$ cat config.mk
export PLATFORM = sky130hd
export DESIGN_NAME = seven_seg_capture
export DESIGN_NICKNAME = d
export VERILOG_FILES = /design/src/rtl/seven_seg_capture.sv
export SDC_FILE = /design/constraint.sdc
export NUM_CORES = 1
export LEC_CHECK = 0
export ABC_AREA = 1
export BUFFER_PORTS_ARGS = -buffer_cell sky130_fd_sc_hd__buf_2
export CELL_PAD_IN_SITES_DETAIL_PLACEMENT = 0
export CELL_PAD_IN_SITES_GLOBAL_PLACEMENT = 2
export CORE_AREA = 5 5 122 124
export CTS_BUF_LIST = sky130_fd_sc_hd__clkbuf_2 sky130_fd_sc_hd__clkbuf_4 sky130_fd_sc_hd__clkbuf_8
export CTS_CLUSTER_SIZE = 12
export DETAILED_ROUTE_END_ITERATION = 16
export DIE_AREA = 0 0 127 129
export PLACE_DENSITY = 0.95
export SLEW_MARGIN = 20
export SYNTH_ARGS = -nofsm -noshare
export SYNTH_HDL_FRONTEND = slang
export SYNTH_SLANG_ARGS = --single-unit
$ cat constraint.sdc
create_clock -name wb_clk_i -period 6 [get_ports wb_clk_i]
set_clock_uncertainty 0.05 [all_clocks]
set_input_delay 0 -clock wb_clk_i [delete_from_list [all_inputs] [get_ports wb_clk_i]]
set_output_delay 0 -clock wb_clk_i [all_outputs]
set_load 0.02 [all_outputs]
$ cat src/rtl/seven_seg_capture.sv
// Receive side of a multiplexed 4-digit seven-segment bus: synchronise, debounce each digit,
// decode it back to a hex nibble and report a 16-bit frame once all four digits have been seen.
module seven_seg_capture #(
  parameter int STABLE_CYCLES  = 4,
  parameter int TIMEOUT_CYCLES = 65535,
  parameter bit SEG_ACTIVE_LOW = 1'b0,
  parameter bit EN_ACTIVE_LOW  = 1'b0
) (
  input  logic        wb_clk_i,
  input  logic        wb_rst_i,
  input  logic [7:0]  seg_in,
  input  logic [3:0]  digit_en_in,
  output logic [15:0] value_o,
  output logic [3:0]  dp_o,
  output logic        frame_vld_o,
  output logic        frame_err_o,
  output logic        timeout_o
);

  localparam int CW = (STABLE_CYCLES > 1) ? $clog2(STABLE_CYCLES) : 1;
  localparam int TW = $clog2(TIMEOUT_CYCLES + 1);
  localparam logic [CW-1:0] CNT_TOP  = CW'(STABLE_CYCLES - 1);
  localparam logic [TW-1:0] IDLE_TOP = TW'(TIMEOUT_CYCLES);

  typedef enum logic {EMPTY, FILLING} state_t;

  logic [7:0]    seg_s1_q, seg_s2_q;
  logic [3:0]    en_s1_q, en_s2_q;
  logic [11:0]   prev_q;
  logic [CW-1:0] cnt_q, cnt_d;
  logic          done_q, done_d;
  state_t        state_q, state_d;
  logic [3:0]    mask_q, mask_d, bad_q, bad_d, dpb_q, dpb_d;
  logic [15:0]   nib_q, nib_d;
  logic [TW-1:0] idle_q, idle_d;
  logic [15:0]   value_q, value_d;
  logic [3:0]    dp_q, dp_d;
  logic          vld_q, vld_d, err_q, err_d, tmo_q, tmo_d;

  logic [7:0]  seg_n;
  logic [3:0]  en_n;
  logic [11:0] sample;
  logic        one_hot, same, capture;
  logic [1:0]  idx;
  logic [4:0]  dec;

  // {bad, nibble}; unknown patterns decode to nibble 0 with the bad bit set.
  function automatic logic [4:0] decode(input logic [6:0] p);
    case (p)
      7'h3F: decode = 5'h00;  7'h06: decode = 5'h01;
      7'h5B: decode = 5'h02;  7'h4F: decode = 5'h03;
      7'h66: decode = 5'h04;  7'h6D: decode = 5'h05;
      7'h7D: decode = 5'h06;  7'h07: decode = 5'h07;
      7'h7F: decode = 5'h08;  7'h6F: decode = 5'h09;
      7'h77: decode = 5'h0A;  7'h7C: decode = 5'h0B;
      7'h39: decode = 5'h0C;  7'h5E: decode = 5'h0D;
      7'h79: decode = 5'h0E;  7'h71: decode = 5'h0F;
      default: decode = 5'h10;
    endcase
  endfunction

  always_comb begin
    seg_n   = seg_s2_q ^ {8{SEG_ACTIVE_LOW}};
    en_n    = en_s2_q ^ {4{EN_ACTIVE_LOW}};
    sample  = {en_n, seg_n};
    one_hot = (en_n != 4'b0000) && ((en_n & (en_n - 4'd1)) == 4'b0000);
    same    = one_hot && (sample == prev_q);
    cnt_d   = '0;
    if (same) cnt_d = (cnt_q == CNT_TOP) ? cnt_q : cnt_q + 1'b1;
    // The done flag survives only while the sample is unchanged, so a held digit captures once.
    capture = one_hot && (cnt_d == CNT_TOP) && !(same && done_q);
    done_d  = capture || (same && done_q);
    dec     = decode(seg_n[6:0]);
    case (en_n)
      4'b0010: idx = 2'd1;
      4'b0100: idx = 2'd2;
      4'b1000: idx = 2'd3;
      default: idx = 2'd0;
    endcase
  end

  // frame_vld_o and timeout_o are single-cycle strobes with no ready/backpressure; a consumer
  // must take value_o/dp_o/frame_err_o in the cycle frame_vld_o is high.
  always_comb begin
    state_d = state_q;
    mask_d  = mask_q;
    bad_d   = bad_q;
    nib_d   = nib_q;
    dpb_d   = dpb_q;
    idle_d  = idle_q;
    value_d = value_q;
    dp_d    = dp_q;
    err_d   = err_q;
    vld_d   = 1'b0;
    tmo_d   = 1'b0;
    if (capture) begin
      mask_d[idx]             = 1'b1;
      bad_d[idx]              = dec[4];
      nib_d[{idx, 2'b00} +: 4] = dec[3:0];
      dpb_d[idx]              = seg_n[7];
      idle_d                  = '0;
      state_d                 = FILLING;
      if (mask_d == 4'hF) begin
        value_d = nib_d;
        dp_d    = dpb_d;
        err_d   = |bad_d;
        vld_d   = 1'b1;
        mask_d  = 4'h0;
        bad_d   = 4'h0;
        state_d = EMPTY;
      end
    end else if (state_q == FILLING) begin
      if (idle_q + 1'b1 == IDLE_TOP) begin
        mask_d  = 4'h0;
        bad_d   = 4'h0;
        idle_d  = '0;
        tmo_d   = 1'b1;
        state_d = EMPTY;
      end else begin
        idle_d = idle_q + 1'b1;
      end
    end
  end

  always_ff @(posedge wb_clk_i) begin
    if (wb_rst_i) begin
      seg_s1_q <= '0;
      seg_s2_q <= '0;
      en_s1_q  <= '0;
      en_s2_q  <= '0;
      prev_q   <= '0;
      cnt_q    <= '0;
      done_q   <= 1'b0;
      state_q  <= EMPTY;
      mask_q   <= '0;
      bad_q    <= '0;
      nib_q    <= '0;
      dpb_q    <= '0;
      idle_q   <= '0;
      value_q  <= '0;
      dp_q     <= '0;
      vld_q    <= 1'b0;
      err_q    <= 1'b0;
      tmo_q    <= 1'b0;
    end else begin
      seg_s1_q <= seg_in;
      seg_s2_q <= seg_s1_q;
      en_s1_q  <= digit_en_in;
      en_s2_q  <= en_s1_q;
      prev_q   <= sample;
      cnt_q    <= cnt_d;
      done_q   <= done_d;
      state_q  <= state_d;
      mask_q   <= mask_d;
      bad_q    <= bad_d;
      nib_q    <= nib_d;
      dpb_q    <= dpb_d;
      idle_q   <= idle_d;
      value_q  <= value_d;
      dp_q     <= dp_d;
      vld_q    <= vld_d;
      err_q    <= err_d;
      tmo_q    <= tmo_d;
    end
  end

  assign value_o     = value_q;
  assign dp_o        = dp_q;
  assign frame_vld_o = vld_q;
  assign frame_err_o = err_q;
  assign timeout_o   = tmo_q;

endmodule
Yosys cells after proc, flatten, opt, wreduce, memory -nomap -nowiden. Index checks and enable logic that the tools add are counted.

Flip-flop bits (word level): 107. Input bits: 14. Output and inout bits: 23. Word-level logic and storage cells: 94.

Add/subtract/negate cells: 4. Order comparisons: 2. Equality and inequality tests: 24. Shifts and indexed selects: 2. Muxes and demuxes: 22. Bitwise logic cells: 4. Reduce and logical (&&, ||, !) cells: 18.

Operators by type and width (count): == test 7 bit, second input constant (12); case mux 5 bit (16 select lines) (1); 2-to-1 mux 4 bit (6); adder 16 x 1 -> 16 bit, second input constant (1); bitwise mux 16 bit (1); == test 16 bit, second input constant (1); 2-to-1 mux 16 bit (1); variable shift 4 x 6 -> 16 bit, first input constant (1); variable part select 4 x 6 -> 16 bit (1); == test 7 x 3 -> 1 bit, second input constant (2); == test 7 x 6 -> 1 bit, second input constant (2); == test 12 bit (1); bitwise mux 4 bit (2); == test 4 bit, second input constant (2); 2-to-1 mux 1 bit (7); logical AND 1 bit (6); negation 4 -> 6 bit (1); case mux 2 bit (3 select lines) (1); bitwise AND 4 bit (1); == test 2 bit, second input constant (2); == test 4 x 2 -> 1 bit, second input constant (1); == test 4 x 3 -> 1 bit, second input constant (1); logical NOT 4 bit (1); 2-to-1 mux 2 bit (2); 15 further kinds (19).

Logic depth before layout (Yosys ltp).
Word-level depth: 11. Depth in mapped cells: 15.

Least setup slack after synthesis. Ideal clock, no wire load.

Kind: reg2reg. From: reg en_s2_q[2], in the netlist en_n[2]. To: reg dp_q[0], in the netlist dp_o[0]. Library setup time: 0.059 ns. Arrival: 2.245 ns. Required time: 5.891 ns. Setup slack: 3.646 ns. Stages on the path, launching flop included: 14. Path buffers: 1. Period minus slack after synthesis: 2.354 ns. Cells stage by stage: dfxtp_1 -> nor2_1 -> nand2_1 -> o21ai_1 -> ha_1 -> nor2_1 -> nor4_1 -> inv_1 -> nor2_2 -> inv_2 -> nor2_2 -> buf_4 -> nand2_1 -> nand2_1.

Longest elaborated chain between the ends: 10. Elaborated cells on any way between the ends: 26.

RTL lines: from (decl) (RTL line 28) `logic [3:0] en_s1_q, en_s2_q;`; from (signal assigned) (RTL line 149) `en_s2_q <= en_s1_q;`; branches (longest 10 deep; another with < comparator 2 x 3 -> 1 bit); to (signal assigned) (RTL line 160) `dp_q <= dp_d;`; to (decl) (RTL line 37) `logic [3:0] dp_q, dp_d;`.

Several ways; the timed one is not identified. A chain may end at the register's enable or synchronous reset.

Worst setup path in the final report.
From: reg en_s2_q[2], in the netlist en_n[2]. To: reg value_q[12], in the netlist value_o[12].

Longest elaborated chain between the ends: 10. Elaborated cells on any way between the ends: 29.

RTL lines: branches (longest 10 deep; another with < comparator 2 x 3 -> 1 bit); to (signal assigned) (RTL line 159) `value_q <= value_d;`; to (decl) (RTL line 36) `logic [15:0] value_q, value_d;`.

Several ways; the timed one is not identified.

==> impl_results.md <==
* GRT Util Overall at 15.2%
* Tmin final at 3.41 ns
* YS warnings at 0
* Final period util at 56.9%
* I/O Pins at 37
* ANT nets after route at 0
* Number of library cell types mapped by synthesis at 36
* Syn avg cell area at 6.76 µm²
* Worst Setup End Kind: register
* Cell family with the largest share of critical-path delay: simple AND/OR/NAND/NOR gates
* Post-Place Cells at 942
* LEAKAGE at 0.00243 µW
* Critical path data required time at 6.29 ns
* CP bufs+invs at 2
* Syn Inst Count at 746
* WL final at 11.8 mm
* Register bit total from synthesis at 107
* Port Buffers at 36
* Initial antenna violation count at 0
* CTS resizes at 0
* Post-CTS Setup Bufs at 0
* Outcome: finished, final reports clean
* CP max stage delay at 0.63 ns
* N_diodes at 0
* DR WL/cell at 12.2 µm
* Synth area leaders: dfxtp_1 42%, nand2_1 15%, inv_1 7.5%
* Setup_tns at 0 ns
* Clock Latency Late Sink at 0.39 ns
* Global-route wire length before repair at 20.3 mm
* Largest net degree at the start of global routing at 48
* HP Class: input pin to register
* CP max FO at 22
* Die width at 127 µm
* Synthesized area at 5040 µm²
* Top FF cell, synth: dfxtp_1
* Finished Layout Cells at 970
* Worst-case clock buffer depth at 2
* Vias per cell at 4.77
* TritonRoute pass-1 iters at 6
* Via count at 4623
* Die Height at 129 µm
* Post-synthesis sequential area ratio at 42.5%
* CP Class: register to register
* EDFF count, synth at 0
* Critical-path top delay cell: nor2_2
* Fill count at 1450
* Critical Path Source Type: register
* Unrepaired setup endpoints after global routing: no
* Final HPWL from detailed placement at 8.34 mm
* Final instance area at 5700 µm²
* TritonCTS clock tree: done
* Pwr Total at 1280 µW
* Relative slew slack at 47.9%
* Starting Density at 36.9%
* Clock root buffer: clkbuf_8
* Crit-path most repeated cell: nand2_1
* Layout cells sized above 1 at 10.9%
* Fraction of registers with async set/reset at 0%
* Vias in the first global route at 4326
* Min Hold Slack at 0.105 ns
* Fmax at 293 MHz
* Synth top area share at 42.5%
* H-tree depth at 3
* Synth top cells by count: 197 x nand2_1, 107 x dfxtp_1, 101 x inv_1, 92 x nor2_1, 73 x nand3_1
* Clock sinks at 107
* CP Cell Sequence: nor2_1 > nand2_1 > o21ai_1 > ha_1 > nor2_1 > nor4_1 > inv_1 > nor2_2 > inv_2 > nor2_2 > nand2_1 > nand2_1
* Final nets at 807
* Worst vdd ir at 0.155 mV
* Syn Nets at 768
* Actual slew at the worst max-slew pin at 0.781 ns
* Gpl congestion at 0.844
* Synthesis-to-finish area growth at 13.0%
* Arr. time, crit path at 3.71 ns
* CTS buffer count at 9
* Hold Violations, Final at 0
* Most frequent cell after synthesis: nand2_1
* Final setup violation count at 0
* DRT iter0 DRCs at 235
* Drc violations at 0
* Final slew viol count at 0
* Congestion Overflow GR at 0
* Die area at 16400 µm²
* CTS clk-pin slew, worst paths at 0.11 ns
* # Max-Cap Violations at 0
* DP Area at 5360 µm²
* # rows at 43
* Pwr/cell area at 225 nW/µm²
* Area leader, netlist: dfxtp_1
* Core box area at 13700 µm²
## cells in the final DEF, fill, tap and decap left out, types with 7 or more instances in the layout
master and n:
nand2_1 197, dfxtp_1 107, inv_1 101, nor2_1 92
nand3_1 73, o21ai_0 39, buf_2 36, a21oi_1 31
nand4_1 13, dlygate4sd3_1 12, or2_2 10, clkbuf_8 9
ha_1 8, nor2_2 7
## metrics by stage
step | setup WS, ns | util (%)
2_1_floorplan | 3.65 | -
3_3_place_gp | 2.77 | 39.2
3_5_place_dp | 2.56 | 39.2
4_1_cts | 2.54 | 41.7
5_1_grt | 2.24 | 41.7
6_report | 2.59 | 41.7
## routing by layer
layer / up-vias / share of wire [%] / GRT usage (%)
met5: - / 0 / 0
met4: 0 / 1.1 / 3.91
met3: 13 / 2.9 / 3.82
met2: 69 / 49 / 26.7
met1: 2115 / 47 / 18.6
li1: 2426 / - / -
## logic make-up (layout without fill, tap and decap cells)
| kind of cell | count (synthesis) | count (layout) | share of synthesized area [%] |
|---|---|---|---|
| AOI/OAI and AO/OA | 86 | 86 | 9.08 |
| DFF | 107 | 107 | 42.5 |
| and+or+nand+nor | 410 | 410 | 35.5 |
| xor gates and xnor gates | 5 | 5 | 0.868 |
| buffers and inverters | 130 | 174 | 10.1 |
| adders and majority gates | 8 | 8 | 1.98 |
## final cells by class
cell class,count,area [µm²],area share (%)
Clock buffer,9,124,2.17
Timing Repair Buffer,51,323,5.66
Tap cell,180,225,3.95
Clock inverter,7,96.3,1.69
Sequential cell,107,2140,37.6
Inverter,107,402,7.04
Multi-Input combinational cell,509,2390,41.9
## power by group
part	total (µW)	internal [µW]	switching, µW
Sequential	727	720	6.88
Clock	475	203	272
Combinational	80.4	29.5	50.9
## worst register-to-register path, cell delays in order, from the launching register on
cell and delay [ns]:
dfxtp_1 0.35, nor2_1 0.19, nand2_1 0.10, o21ai_1 0.57
ha_1 0.33, nor2_1 0.07, nor4_1 0.35, inv_1 0.10
nor2_2 0.18, inv_2 0.22, nor2_2 0.64, nand2_1 0.14
nand2_1 0.10
## repair_timing
| item | 4_1_cts | 5_1_grt |
|---|---|---|
| hold endpoints to repair | 12 | 0 |
| setup endpoints to repair | 0 | 0 |
| hold buffers | 12 | 0 |
## worst paths after layout
| path | cells after the start | endpoint | from | slack (ns) |
|---|---|---|---|---|
| max | 12 | value_o[12] | en_n[2] | 2.59 |
| min | 3 | prev_q[7] | wb_rst_i | 0.10 |
| max reg2reg | 12 | value_o[12] | en_n[2] | 2.59 |
| min reg2reg | 2 | seg_n[2] | seg_s1_q[2] | 0.36 |
## flip-flops by register name (all words and copies together), names as in the netlist, 2 cells and up
signal,count
en_n,4
dp_o,4
bad_q,4
en_s1_q,4
dpb_q,4
seg_n,8
nib_q,16
value_o,16
mask_q,4
cnt_q,2
prev_q,12
idle_q,16
seg_s1_q,8
No activity file was read; power rests on OpenSTA's default activity.
